<file path="src/rtl/wb_commit_queue.sv">
// Writeback commit queue: buffers GPR/CSR writes across flow-control stalls and commits them in order.
// Latency: 0 cycles when empty and unstalled, else queue position plus stalled cycles.
// Backpressure: ready drops only when full and stalled. Optional WB_FWD_EN adds pending-GPR forwarding.
module wb_commit_queue #(
    parameter int XLEN  = 32,
    parameter int DEPTH = 4
) (
    input  logic                       clk,
    input  logic                       rst_n,
    input  logic                       memwb_valid_i,
    output logic                       memwb_ready_o,
    input  logic [XLEN-1:0]            memwb_reg_wdata_i,
    input  logic [4:0]                 memwb_reg_waddr_i,
    input  logic                       memwb_reg_we_i,
    input  logic [XLEN-1:0]            memwb_csr_wdata_i,
    input  logic [11:0]                memwb_csr_waddr_i,
    input  logic                       memwb_csr_we_i,
    input  logic                       fc_stall_wb_i,
    output logic [XLEN-1:0]            wb_reg_wdata_o,
    output logic [4:0]                 wb_reg_waddr_o,
    output logic                       wb_reg_we_o,
    output logic [XLEN-1:0]            wb_csr_wdata_o,
    output logic [11:0]                wb_csr_waddr_o,
    output logic                       wb_csr_we_o,
    output logic                       wb_pending_o,
    output logic [$clog2(DEPTH+1)-1:0] wb_level_o,
    input  logic [4:0]                 fwd_raddr_i,
    output logic                       fwd_hit_o,
    output logic [XLEN-1:0]            fwd_data_o
);
    localparam int PW = (DEPTH > 1) ? $clog2(DEPTH) : 1;
    localparam int CW = $clog2(DEPTH+1);

    typedef struct packed {
        logic [XLEN-1:0] reg_wdata;
        logic [4:0]      reg_waddr;
        logic            reg_we;
        logic [XLEN-1:0] csr_wdata;
        logic [11:0]     csr_waddr;
        logic            csr_we;
    } entry_t;

    entry_t          q [DEPTH];
    entry_t          in_beat;
    entry_t          out_beat;
    logic [PW-1:0]   head;
    logic [PW-1:0]   tail;
    logic [CW-1:0]   count;
    logic            empty;
    logic            full;
    logic            accept;
    logic            bubble;
    logic            passthru;
    logic            push;
    logic            pop;

    function automatic logic [PW-1:0] nxt(input logic [PW-1:0] p);
        return (p == PW'(DEPTH-1)) ? '0 : p + 1'b1;
    endfunction

    // x0 writes are architecturally discarded, so clear the enable before anything looks at it.
    always_comb begin
        in_beat           = '0;
        in_beat.reg_wdata = memwb_reg_wdata_i;
        in_beat.reg_waddr = memwb_reg_waddr_i;
        in_beat.reg_we    = memwb_reg_we_i & (memwb_reg_waddr_i != 5'd0);
        in_beat.csr_wdata = memwb_csr_wdata_i;
        in_beat.csr_waddr = memwb_csr_waddr_i;
        in_beat.csr_we    = memwb_csr_we_i;
    end

    assign empty         = (count == '0);
    assign full          = (count == CW'(DEPTH));
    assign memwb_ready_o = rst_n & (~full | ~fc_stall_wb_i);
    assign accept        = memwb_valid_i & memwb_ready_o;
    assign bubble        = ~in_beat.reg_we & ~in_beat.csr_we;
    assign passthru      = accept & ~bubble & empty & ~fc_stall_wb_i;
    assign push          = accept & ~bubble & ~passthru;
    assign pop           = ~empty & ~fc_stall_wb_i;

    always_ff @(posedge clk or negedge rst_n) begin
        if (!rst_n) begin
            head  <= '0;
            tail  <= '0;
            count <= '0;
        end else begin
            if (push) tail <= nxt(tail);
            if (pop)  head <= nxt(head);
            if (push && !pop)      count <= count + 1'b1;
            else if (pop && !push) count <= count - 1'b1;
        end
    end

    always_ff @(posedge clk) begin
        if (push) q[tail] <= in_beat;
    end

    // Data/address show the head even while stalled; only the enables are held off.
    always_comb begin
        out_beat = '0;
        if (!empty)        out_beat = q[head];
        else if (passthru) out_beat = in_beat;
        if (fc_stall_wb_i) begin
            out_beat.reg_we = 1'b0;
            out_beat.csr_we = 1'b0;
        end
        if (!rst_n) out_beat = '0;
    end

    assign wb_reg_wdata_o = out_beat.reg_wdata;
    assign wb_reg_waddr_o = out_beat.reg_waddr;
    assign wb_reg_we_o    = out_beat.reg_we;
    assign wb_csr_wdata_o = out_beat.csr_wdata;
    assign wb_csr_waddr_o = out_beat.csr_waddr;
    assign wb_csr_we_o    = out_beat.csr_we;
    assign wb_pending_o   = ~empty;
    assign wb_level_o     = count;

`ifdef WB_FWD_EN
    logic [PW-1:0] fwd_idx;

    // Scan oldest to youngest so later matches overwrite; the incoming beat is youngest of all.
    always_comb begin
        fwd_hit_o  = 1'b0;
        fwd_data_o = '0;
        fwd_idx    = '0;
        for (int k = 0; k < DEPTH; k++) begin
            fwd_idx = PW'((int'(head) + k) % DEPTH);
            if (k < int'(count) && q[fwd_idx].reg_we && q[fwd_idx].reg_waddr == fwd_raddr_i) begin
                fwd_hit_o  = 1'b1;
                fwd_data_o = q[fwd_idx].reg_wdata;
            end
        end
        if (accept && in_beat.reg_we && in_beat.reg_waddr == fwd_raddr_i) begin
            fwd_hit_o  = 1'b1;
            fwd_data_o = in_beat.reg_wdata;
        end
        if (fwd_raddr_i == 5'd0 || !rst_n) begin
            fwd_hit_o  = 1'b0;
            fwd_data_o = '0;
        end
    end
`else
    logic [4:0] fwd_unused;
    assign fwd_unused = fwd_raddr_i;
    assign fwd_hit_o  = 1'b0;
    assign fwd_data_o = '0;
`endif

endmodule

</file>
<file path="config.mk">
export PLATFORM = sky130hd
export DESIGN_NAME = wb_commit_queue
export DESIGN_NICKNAME = d
export VERILOG_FILES = /design/src/rtl/wb_commit_queue.sv
export SDC_FILE = /design/constraint.sdc
export NUM_CORES = 1
export LEC_CHECK = 0
export ABC_AREA = 0
export BUFFER_PORTS_ARGS = -buffer_cell sky130_fd_sc_hd__buf_2
export CORE_MARGIN = 5
export CORE_UTILIZATION = 40
export CTS_CLUSTER_DIAMETER = 60
export DETAILED_ROUTE_END_ITERATION = 8
export HOLD_SLACK_MARGIN = 0.03
export PLACE_DENSITY = 0.61
export RECOVER_POWER = 100
export SYNTH_ARGS = -nofsm -noshare
export SYNTH_HDL_FRONTEND = slang
export SYNTH_SLANG_ARGS = --single-unit
export TNS_END_PERCENT = 10
</file>
<file path="constraint.sdc">
create_clock -name clk -period 8.2 [get_ports clk]
set_input_delay 1.64 -clock clk [delete_from_list [all_inputs] [get_ports clk]]
set_output_delay 1.64 -clock clk [all_outputs]
set_load 0.02 [all_outputs]
</file>
==> impl_metrics.csv, run 1 <==
group,metric,value,unit
clock_network,clk_latency,0.51,ns
yosys,syn-cell-area,13550,um^2
critical_path,endpoint_kind,"flip-flop",
power_and_ir_drop,sequentialPowerShare,0.423,
power_and_ir_drop,internal_power,3.614,mW
drt,wl_met3,1810,um
timing,finalSetupTns,0,ns
global_route,grt_max_degree,70,
yosys,synth_edf_count,332,
global_route,antenna_found_initial,4,
drt,num_vias,6649,
timing,setup_ws,1.489,ns
drt,drc,0,
timing,finalCritPeriodShare,0.8184,
clock_network,cts_tree,"done",
timing,period_minus_slack,6.711,ns
yosys,synth_common_cells,"edfxtp_1 (332), a22o_1 (83), mux4_2 (83)",
timing,tightest_slew,3.593,ns
drt,viasPerCell,5.195,
clock_network,cts_setup_buffers,0,
yosys,synth_area_leaders,"edfxtp_1 (74%), mux4_2 (14%), a22o_1 (5.4%), buf_4 (1.8%), dfrtp_1 (1.3%)",
final_layout,nets,901,
placed_design,dp_hpwl,15800,um
clock_network,postCtsHoldBufs,0,
power_and_ir_drop,p_sw_frac,0.2977,
timing,skew,0.01567,ns
timing,finalSetupViolCount,0,
power_and_ir_drop,p_clk_frac,0.311,
clock_network,cts_buffer_depth,3,
critical_path,path_class,"in2reg",
timing,hold_viol,0,
placed_design,io_buffers,174,
clock_network,cts_buffers,39,
status,violations,"max-capacitance violations, max-slew violations",
yosys,yosys_warnings,0,
clock_network,clock_sinks,339,
placed_design,pre_cts_ws,2.011,ns
die,die_area,37660,um^2
power_and_ir_drop,leakage,5.057,nW
die,die_w,194.1,um
power_and_ir_drop,p_per_area,327.8,nW/um^2
critical_path,cp_max_fo,45,
global_route,grt_pass1_wl,43310,um
clock_network,clkTransAtPathRegs,0.06,ns
status,outcome,"complete, but fails checks",
yosys,synthArstFlopShare,0.02065,
global_route,grt-ovfl-total,0,
critical_path,critPathArrivalTime,6.84,ns
yosys,avgSynthCellArea,21.96,um^2
yosys,synth-seq-cells,339,
power_and_ir_drop,irDropWorstVdd,0.0001396,V
yosys,yosys.cell_count.top_type,"edfxtp_1",
drt,ant_nets,0,
die,floorplan.initialDensity,0.4051,
yosys,ys_types,29,
yosys,syn_inst,617,
placed_design,place.gp.congestion,0.6655,
drt,dr_wl_met2,13420,um
yosys,ys_seq_area_frac,0.7487,
critical_path,cp_slowest_cell,"and2_0",
critical_path,worst_setup_path_start_kind,"input pin",
clock_network,ctsResizeCount,0,
final_layout,diodes,0,
drt,wl_per_cell,21.81,um
run,drv_cap,6,
die,pin_count,213,
critical_path,slowest_delay,2.69,ns
timing,rsz0062_at_grt,"no",
timing,maxSlewViolCount,261,
clock_network,h-tree-depth,2,
die,rows,67,
yosys,yosysTopAreaCell,"edfxtp_1",
drt,top_layer,"met5",
critical_path,crit_family,"simple AND/OR/NAND/NOR gates",
yosys,synthDominantCellAreaShare,0.7357,
critical_path,path_cells,"clkbuf_1 > o2111ai_1 > nor3_1 > and2_0 > buf_4",
power_and_ir_drop,pwr-share-comb,0.266,
global_route,grt_pass1_vias,7135,
critical_path,crit_buf_inv,2,
timing,fmax,0.1490,GHz
drt,wl_met1,12270,um
clock_network,root_buffer,"clkbuf_16",
drt,first_iter_violations,392,
global_route,track_usage,0.1454,
final_layout,layout-drive-gt1-share,0.1923,
yosys,ys.flop_type,"edfxtp_1",
final_layout,area_growth,15.83,%
drt,dr.pass1.iters,4,
die,die_h,194.1,um
power_and_ir_drop,power_switching,1.532,mW
critical_path,required,8.33,ns
drt,finalWirelength,27920,um
timing,maxSlewHeadroom,-1.397,
die,core-area,33450,um^2
min_path,min_path_type,"reg2reg",
-- routing by layer --
layer	vias to the layer above	GRT usage
li1	2930	-
met1	3472	0.2006
met2	198	0.2354
met3	41	0.03997
met4	8	0.02969
met5	-	0
-- cells in the final DEF, fill, tap and decap left out, types with 2 or more instances in the layout --
cell,instances
mux2_2,2
mux2_1,3
nor2_1,4
buf_2,4
inv_6,2
nor2b_1,2
edfxtp_1,332
clkinvlp_4,3
mux4_2,83
xor2_1,2
clkbuf_1,181
ha_1,6
conb_1,33
clkinv_1,4
a22o_1,83
clkbuf_2,2
dfrtp_1,5
inv_1,3
and2_0,4
clkinv_2,8
buf_4,7
dfrtp_4,2
clkbuf_16,40
-- power by group through the flow --
stage	combinational (mW)	clock, mW	sequential (mW)
5_1_grt	1.49	1.73	2.20
4_1_cts	1.46	1.64	2.17
6_report	1.37	1.60	2.18
2_1_floorplan	1.10	0	2.15
3_5_place_dp	1.45	0	2.21
3_3_place_gp	1.45	0	2.20
-- sequential cells by signal, summed over array words and instances, names as in the netlist --
signal	cells
tail	2
q	332
head	2
wb_level_o	3
-- kinds of logic (layout without fill, tap and decap cells) --
group | count (synthesis) | in the layout | synth area share
buffers and inverters | 75 | 258 | 0.03536
adders and majority gates | 7 | 7 | 0.007017
muxes | 88 | 88 | 0.1421
DFF | 339 | 339 | 0.7487
AOI/OAI and AO/OA | 85 | 85 | 0.05485
other | 1 | 33 | 0.0002767
xor gates and xnor gates | 3 | 3 | 0.001939
and+or+nand+nor | 19 | 19 | 0.009788
-- worst paths after layout --
kind                                 end  slack, ns  cells past startpoint          start
max                             q[2][19]       1.49                      5          rst_n
max reg2reg                     q[2][19]       2.60                      5  wb_level_o[0]
min reg2reg                wb_level_o[2]       0.52                      1  wb_level_o[2]
max in group asynchronous        head[0]       6.62                      1          rst_n
min                        wb_level_o[2]       0.52                      1  wb_level_o[2]
min in group asynchronous  wb_level_o[2]       1.12                      1          rst_n
-- cell type report --
type | count | area (um^2)
tap | 448 | 560.5
clock inverter | 19 | 141.4
sequential | 339 | 10150
multi-input combinational | 235 | 3049
timing repair buffer | 183 | 720.7
inverter | 4 | 15.01
clock buffer | 52 | 1056
fill | 2894 | 17750
-- metrics by stage --
step | instances | instance area [um^2] | utilization | total power [mW] | hold slack [ns]
6_report | 1280 | 15700 | 0.4692 | 5.146 | 0.5156
3_5_place_dp | 1209 | 14730 | 0.4405 | 3.660 | 0.5020
5_1_grt | 1280 | 15700 | 0.4692 | 5.424 | 0.5467
4_1_cts | 1280 | 15930 | 0.4763 | 5.272 | 0.5150
2_1_floorplan | 649 | 13670 | - | 3.254 | 0.5116
3_3_place_gp | 1209 | 14730 | 0.4405 | 3.656 | 0.4992
Power figures use the tool's default switching activity.
==> run 2: changes to the inputs <==
==> constraint.sdc (replaced) <==
create_clock -name clk -period 6.5 [get_ports clk]
set_input_delay 1.3 -clock clk [delete_from_list [all_inputs] [get_ports clk]]
set_output_delay 1.3 -clock clk [all_outputs]
set_load 0.02 [all_outputs]
==> run 2 against run 1 <==
Effect of this change:
- clock-buffer cell count down 1
- first-iteration DRC count down 6.1%
- register-to-register slack worse by 0.61 ns
- the flow still finishes with violations (max-capacitance violations, max-slew violations)
- largest power group unchanged
- critical endpoint is now wb_csr_wdata_o[6]
==> impl_metrics.csv, run 2 (synthesized netlist as in run 1, its figures left out) <==
group,metric,value,unit
timing,hold_viol,0,
clock_network,cts_tree,"done",
die,rows,67,
status,outcome,"complete, but fails checks",
drt,finalWirelength,27630,um
critical_path,cp_slowest_cell,"clkbuf_2",
clock_network,cts_buffers,39,
die,pin_count,213,
power_and_ir_drop,power_switching,1.925,mW
die,floorplan.initialDensity,0.4051,
critical_path,critPathArrivalTime,4.10,ns
critical_path,cp_max_fo,40,
critical_path,worst_setup_path_start_kind,"input pin",
min_path,min_path_type,"reg2reg",
global_route,grt-ovfl-total,0,
die,die_w,194.1,um
die,die_h,194.1,um
power_and_ir_drop,p_sw_frac,0.2982,
placed_design,placed_cells,1213,
clock_network,h-tree-depth,2,
final_layout,diodes,0,
timing,finalSetupTns,0,ns
clock_network,root_buffer,"clkbuf_16",
timing,skew,0.01514,ns
critical_path,startpoint,"rst_n",
critical_path,crit_top_cell,"clkbuf_1",
clock_network,postCtsHoldBufs,0,
critical_path,path_class,"in2out",
critical_path,required,5.20,ns
global_route,antenna_found_initial,1,
power_and_ir_drop,p_per_area,411.1,nW/um^2
final_layout,layout-drive-gt1-share,0.1945,
power_and_ir_drop,leakage,5.073,nW
timing,rsz0062_at_grt,"no",
critical_path,path_cells,"clkbuf_1 > o2111ai_1 > nor4_4 > clkbuf_2 > a22o_1 > clkbuf_1",
run,drv_cap,5,
timing,period_minus_slack,5.398,ns
global_route,track_usage,0.1445,
die,core-area,33450,um^2
timing,finalCritPeriodShare,0.8304,
final_layout,area_growth,15.88,%
drt,num_vias,6697,
critical_path,r2r-start,"wb_level_o[0]",
drt,viasPerCell,5.228,
final_layout,multi_input_area,3049,um^2
timing,maxSlewViolCount,137,
global_route,grt_pass1_wl,43150,um
drt,drc,0,
power_and_ir_drop,pwr-share-comb,0.258,
drt,wl_per_cell,21.57,um
drt,dr.pass1.iters,4,
final_layout,seqCellArea,10150,um^2
final_layout,final_common_cell,"edfxtp_1",
power_and_ir_drop,irDropWorstVdd,0.0002743,V
final_layout,largest_reg_flops,332,
final_layout,regMostFlops,"q",
clock_network,ctsResizeCount,0,
clock_network,clkTransAtPathRegs,0.06,ns
placed_design,place.gp.congestion,0.6717,
power_and_ir_drop,internal_power,4.530,mW
clock_network,cts_setup_buffers,0,
timing,maxSlewHeadroom,-0.6629,
min_path,hp-start,"wb_level_o[2]",
global_route,grt_max_degree,63,
clock_network,clk_latency,0.50,ns
status,violations,"max-capacitance violations, max-slew violations",
power_and_ir_drop,power.total,6.455,mW
timing,finalSetupViolCount,0,
placed_design,dp_hpwl,16100,um
drt,first_iter_violations,368,
final_layout,final_cells,1281,
critical_path,endpoint_kind,"output pin",
final_layout,fin_area,15700,um^2
global_route,grt_pass1_vias,7247,
timing,tightest_slew,2.494,ns
die,die_area,37660,um^2
power_and_ir_drop,p_clk_frac,0.307,
final_layout,final_cell_mix,"edfxtp_1 (332), clkbuf_1 (176), mux4_2 (83), a22o_1 (83), clkbuf_16 (41)",
clock_network,clock_sinks,339,
critical_path,slowest_delay,0.89,ns
final_layout,nets,905,
clock_network,cts_buffer_depth,3,
placed_design,io_buffers,174,
timing,fmax,0.1853,GHz
placed_design,placed_area,14780,um^2
final_layout,fill_cells,2852,
drt,ant_nets,0,
power_and_ir_drop,sequentialPowerShare,0.436,
## run 2: changes by cell type in the layout (fill, tap and decap cells not counted), moves of 3 or more
| cell | delta |
|---|---|
| clkinv_1 | +4 |
| clkinv_2 | -5 |
| clkbuf_1 | -5 |
| clkbuf_2 | +3 |
| buf_2 | +5 |
## run 2: power groups by stage
stage | Sequential [mW] | Clock (mW) | Combinational (mW)
final | 2.81 | 1.98 | 1.66
after global routing | 2.86 | 2.13 | 1.81
after floorplan | 2.72 | 0 | 1.39
after global placement | 2.86 | 0 | 1.75
after CTS | 2.82 | 2.04 | 1.77
after detailed placement | 2.87 | 0 | 1.76
## run 2: per-stage QoR
| stage | hold WS (ns) | worst slack, ns | util |
|---|---|---|---|
| floorplan | 0.5116 | 2.160 | - |
| global placement | 0.4994 | 1.715 | 0.4418 |
| detailed placement | 0.4980 | 1.754 | 0.4418 |
| CTS | 0.5101 | 1.748 | 0.4767 |
| global route | 0.5403 | 0.8262 | 0.4695 |
| finish | 0.5090 | 1.102 | 0.4695 |
## run 2: layout make-up
class,count,share of cell area
Timing Repair Buffer,187,0.04829
Sequential cell,339,0.6465
Clock buffer,51,0.06773
Inverter,4,0.0009562
Clock inverter,17,0.006614
Multi-Input combinational cell,235,0.1942
Tap cell,448,0.03570
## run 2: worst paths after layout
| path | cells after the start | slack (ns) | to |
|---|---|---|---|
| setup / recovery | 6 | 1.10 | wb_csr_wdata_o[6] |
| hold / removal | 1 | 0.51 | wb_level_o[2] |
| setup reg to reg | 5 | 1.99 | q[0][35] |
| hold reg to reg | 1 | 0.51 | wb_level_o[2] |
| max in group asynchronous | 1 | 5.33 | head[0] |
| min in group asynchronous | 1 | 0.75 | wb_level_o[2] |
## run 2: worst max-delay path: cells and delay by family
kind            cells  cell delay [ns]
compound gates      2             0.63
buf+inv             3             1.58
simple gates        1             0.55
## run 2: routing by layer
layer	global-route usage	vias to the layer above	routed length (um)
met2	0.2294	210	13110
met5	0	-	13
met1	0.2044	3502	12170
met4	0.03203	2	463
met3	0.03684	46	1878
li1	-	2937	-
==> run 3: changes to the inputs <==
--- a/config.mk
+++ b/config.mk
@@ -12,7 +12,7 @@
 export CTS_CLUSTER_DIAMETER = 60
 export DETAILED_ROUTE_END_ITERATION = 8
 export HOLD_SLACK_MARGIN = 0.03
-export PLACE_DENSITY = 0.61
+export PLACE_DENSITY = 0.63
 export RECOVER_POWER = 100
 export SYNTH_ARGS = -nofsm -noshare
 export SYNTH_HDL_FRONTEND = slang
==> constraint.sdc (replaced) <==
create_clock -name clk -period 4.54 [get_ports clk]
set_input_delay 0.908 -clock clk [delete_from_list [all_inputs] [get_ports clk]]
set_output_delay 0.908 -clock clk [all_outputs]
set_load 0.02 [all_outputs]
==> run 3 against run 2 <==
Effect of this change:
- the run now ends clean
- routed wire length is 1.6% higher
- critical path depth is 1 lower
- via count is 0.55% higher
- global-route usage is 0.20 points higher
- clock power is 39% higher
- cell area is 0.85% higher
- clock skew is 0.0085 ns higher
- final cell count is 0.78% higher
- register-to-register slack worse by 1.1 ns
- flip-flop and latch count stayed put
- largest cell class unchanged
==> impl_metrics.csv, run 3 (synthesized netlist as in run 1, its figures left out) <==
group,metric,value,unit
critical_path,worst_setup_path_start_kind,"input pin",
run,drv_cap,0,
final_layout,largest_reg_flops,332,
critical_path,cp_max_fo,31,
power_and_ir_drop,irDropWorstVdd,0.0004078,V
drt,dr.pass1.iters,4,
drt,wl_met1,12360,um
drt,num_vias,6734,
critical_path,critPathArrivalTime,4.10,ns
global_route,track_usage,0.1465,
clock_network,cts_buffers,37,
clock_network,clock_sinks,339,
final_layout,layout-drive-gt1-share,0.2361,
die,pin_count,213,
final_layout,final_common_cell,"edfxtp_1",
die,die_h,194.1,um
clock_network,clkTransAtPathRegs,0.06,ns
drt,ant_nets,0,
global_route,grt_pass1_vias,7375,
power_and_ir_drop,leakage,5.222,nW
min_path,min_path_type,"in2async",
clock_network,cts_buffer_depth,3,
die,die_area,37660,um^2
timing,skew,0.02361,ns
timing,rsz0062_at_grt,"no",
power_and_ir_drop,power.total,9.256,mW
timing,maxSlewHeadroom,0.2942,
critical_path,endpoint_kind,"flip-flop",
timing,tightest_slew,1.059,ns
critical_path,path_cells,"clkbuf_1 > o2111ai_1 > nor3_1 > and2_2 > clkbuf_1",
critical_path,cp_slowest_cell,"and2_2",
final_layout,regMostFlops,"q",
power_and_ir_drop,internal_power,6.499,mW
placed_design,place.gp.congestion,0.6708,
timing,finalSetupViolCount,0,
clock_network,cts_tree,"done",
timing,fmax,0.2520,GHz
die,core-area,33450,um^2
global_route,antenna_found_initial,2,
power_and_ir_drop,power_switching,2.757,mW
critical_path,required,4.67,ns
final_layout,diodes,0,
critical_path,slowest_delay,0.92,ns
final_layout,final_cell_mix,"edfxtp_1 (332), clkbuf_1 (156), mux4_2 (83), a22o_1 (83), clkbuf_16 (38)",
timing,hold_viol,0,
clock_network,clk_latency,0.51,ns
critical_path,crit_top_cell,"clkbuf_1",
drt,wl_met3,1804,um
drt,dr_wl_met2,13390,um
critical_path,crit_family,"simple AND/OR/NAND/NOR gates",
placed_design,io_buffers,174,
timing,period_minus_slack,3.968,ns
power_and_ir_drop,p_sw_frac,0.2978,
clock_network,ctsResizeCount,0,
global_route,grt_max_degree,47,
die,floorplan.initialDensity,0.4051,
placed_design,placed_cells,1225,
global_route,grt_pass1_wl,43650,um
drt,finalWirelength,28070,um
final_layout,final_cells,1291,
power_and_ir_drop,p_clk_frac,0.298,
critical_path,crit_buf_inv,2,
drt,viasPerCell,5.216,
clock_network,h-tree-depth,2,
drt,first_iter_violations,405,
final_layout,nets,915,
power_and_ir_drop,pwr-share-comb,0.281,
drt,wl_per_cell,21.74,um
critical_path,path_class,"in2reg",
timing,finalCritPeriodShare,0.8741,
global_route,grt-ovfl-total,0,
drt,drc,0,
clock_network,cts_setup_buffers,0,
status,outcome,"finished clean",
clock_network,root_buffer,"clkbuf_16",
timing,maxSlewViolCount,0,
final_layout,area_growth,16.87,%
die,rows,67,
timing,finalSetupTns,0,ns
power_and_ir_drop,sequentialPowerShare,0.421,
clock_network,postCtsHoldBufs,0,
drt,top_layer,"met5",
power_and_ir_drop,p_per_area,584.5,nW/um^2
die,die_w,194.1,um
placed_design,dp_hpwl,17000,um
## run 3: changes by cell type in the layout (fill, tap and decap cells not counted), moves of 4 or more
cell      change
and2_2        +4
buf_4         +5
clkinv_2      +5
buf_2        +23
clkbuf_1     -20
buf_12        +5
## run 3: worst paths after layout
path	slack [ns]	depth (start not counted)	to	from
min	0.36	1	tail[0]	rst_n
min in group clk	0.53	1	wb_level_o[2]	wb_level_o[2]
max in group asynchronous	3.75	1	head[0]	rst_n
max	0.57	5	q[3][63]	rst_n
min reg2reg	0.53	1	wb_level_o[2]	wb_level_o[2]
max reg2reg	0.91	5	q[3][63]	wb_level_o[0]
## run 3: metal layers
layer,vias to the layer above,GRT usage
met2,207,0.2342
met4,4,0.03307
met5,-,0
li1,2959,-
met1,3523,0.2040
met3,41,0.03944
## run 3: area by class of cell
cell class / instances / area (um^2)
Clock buffer: 47 / 984.7
Clock inverter: 19 / 140.1
Fill cell: 2865 / 17610
Inverter: 4 / 15.01
Multi-Input combinational cell: 235 / 3054
Sequential cell: 339 / 10150
Tap cell: 448 / 560.5
Timing Repair Buffer: 199 / 929.6
## run 3: through the flow
| stage | hold WS (ns) | instance area [um^2] | util | setup slack [ns] |
|---|---|---|---|---|
| CTS | 0.2335 | 16050 | 0.4800 | 0.7949 |
| global placement | 0.5022 | 14930 | 0.4463 | 0.8108 |
| finish | 0.3637 | 15840 | 0.4735 | 0.5715 |
| global route | 0.3943 | 15840 | 0.4735 | 0.3211 |
| detailed placement | 0.5232 | 14930 | 0.4463 | 0.8218 |
| floorplan | 0.5116 | 13670 | - | 0.5924 |
## run 3: power groups by stage
stage,combinational [mW],clock (mW),sequential (mW)
after floorplan,1.99,0,3.89
after global placement,2.72,0,3.96
after detailed placement,2.73,0,3.97
after CTS,2.74,2.84,3.90
after global routing,2.82,2.99,3.94
final,2.61,2.75,3.90
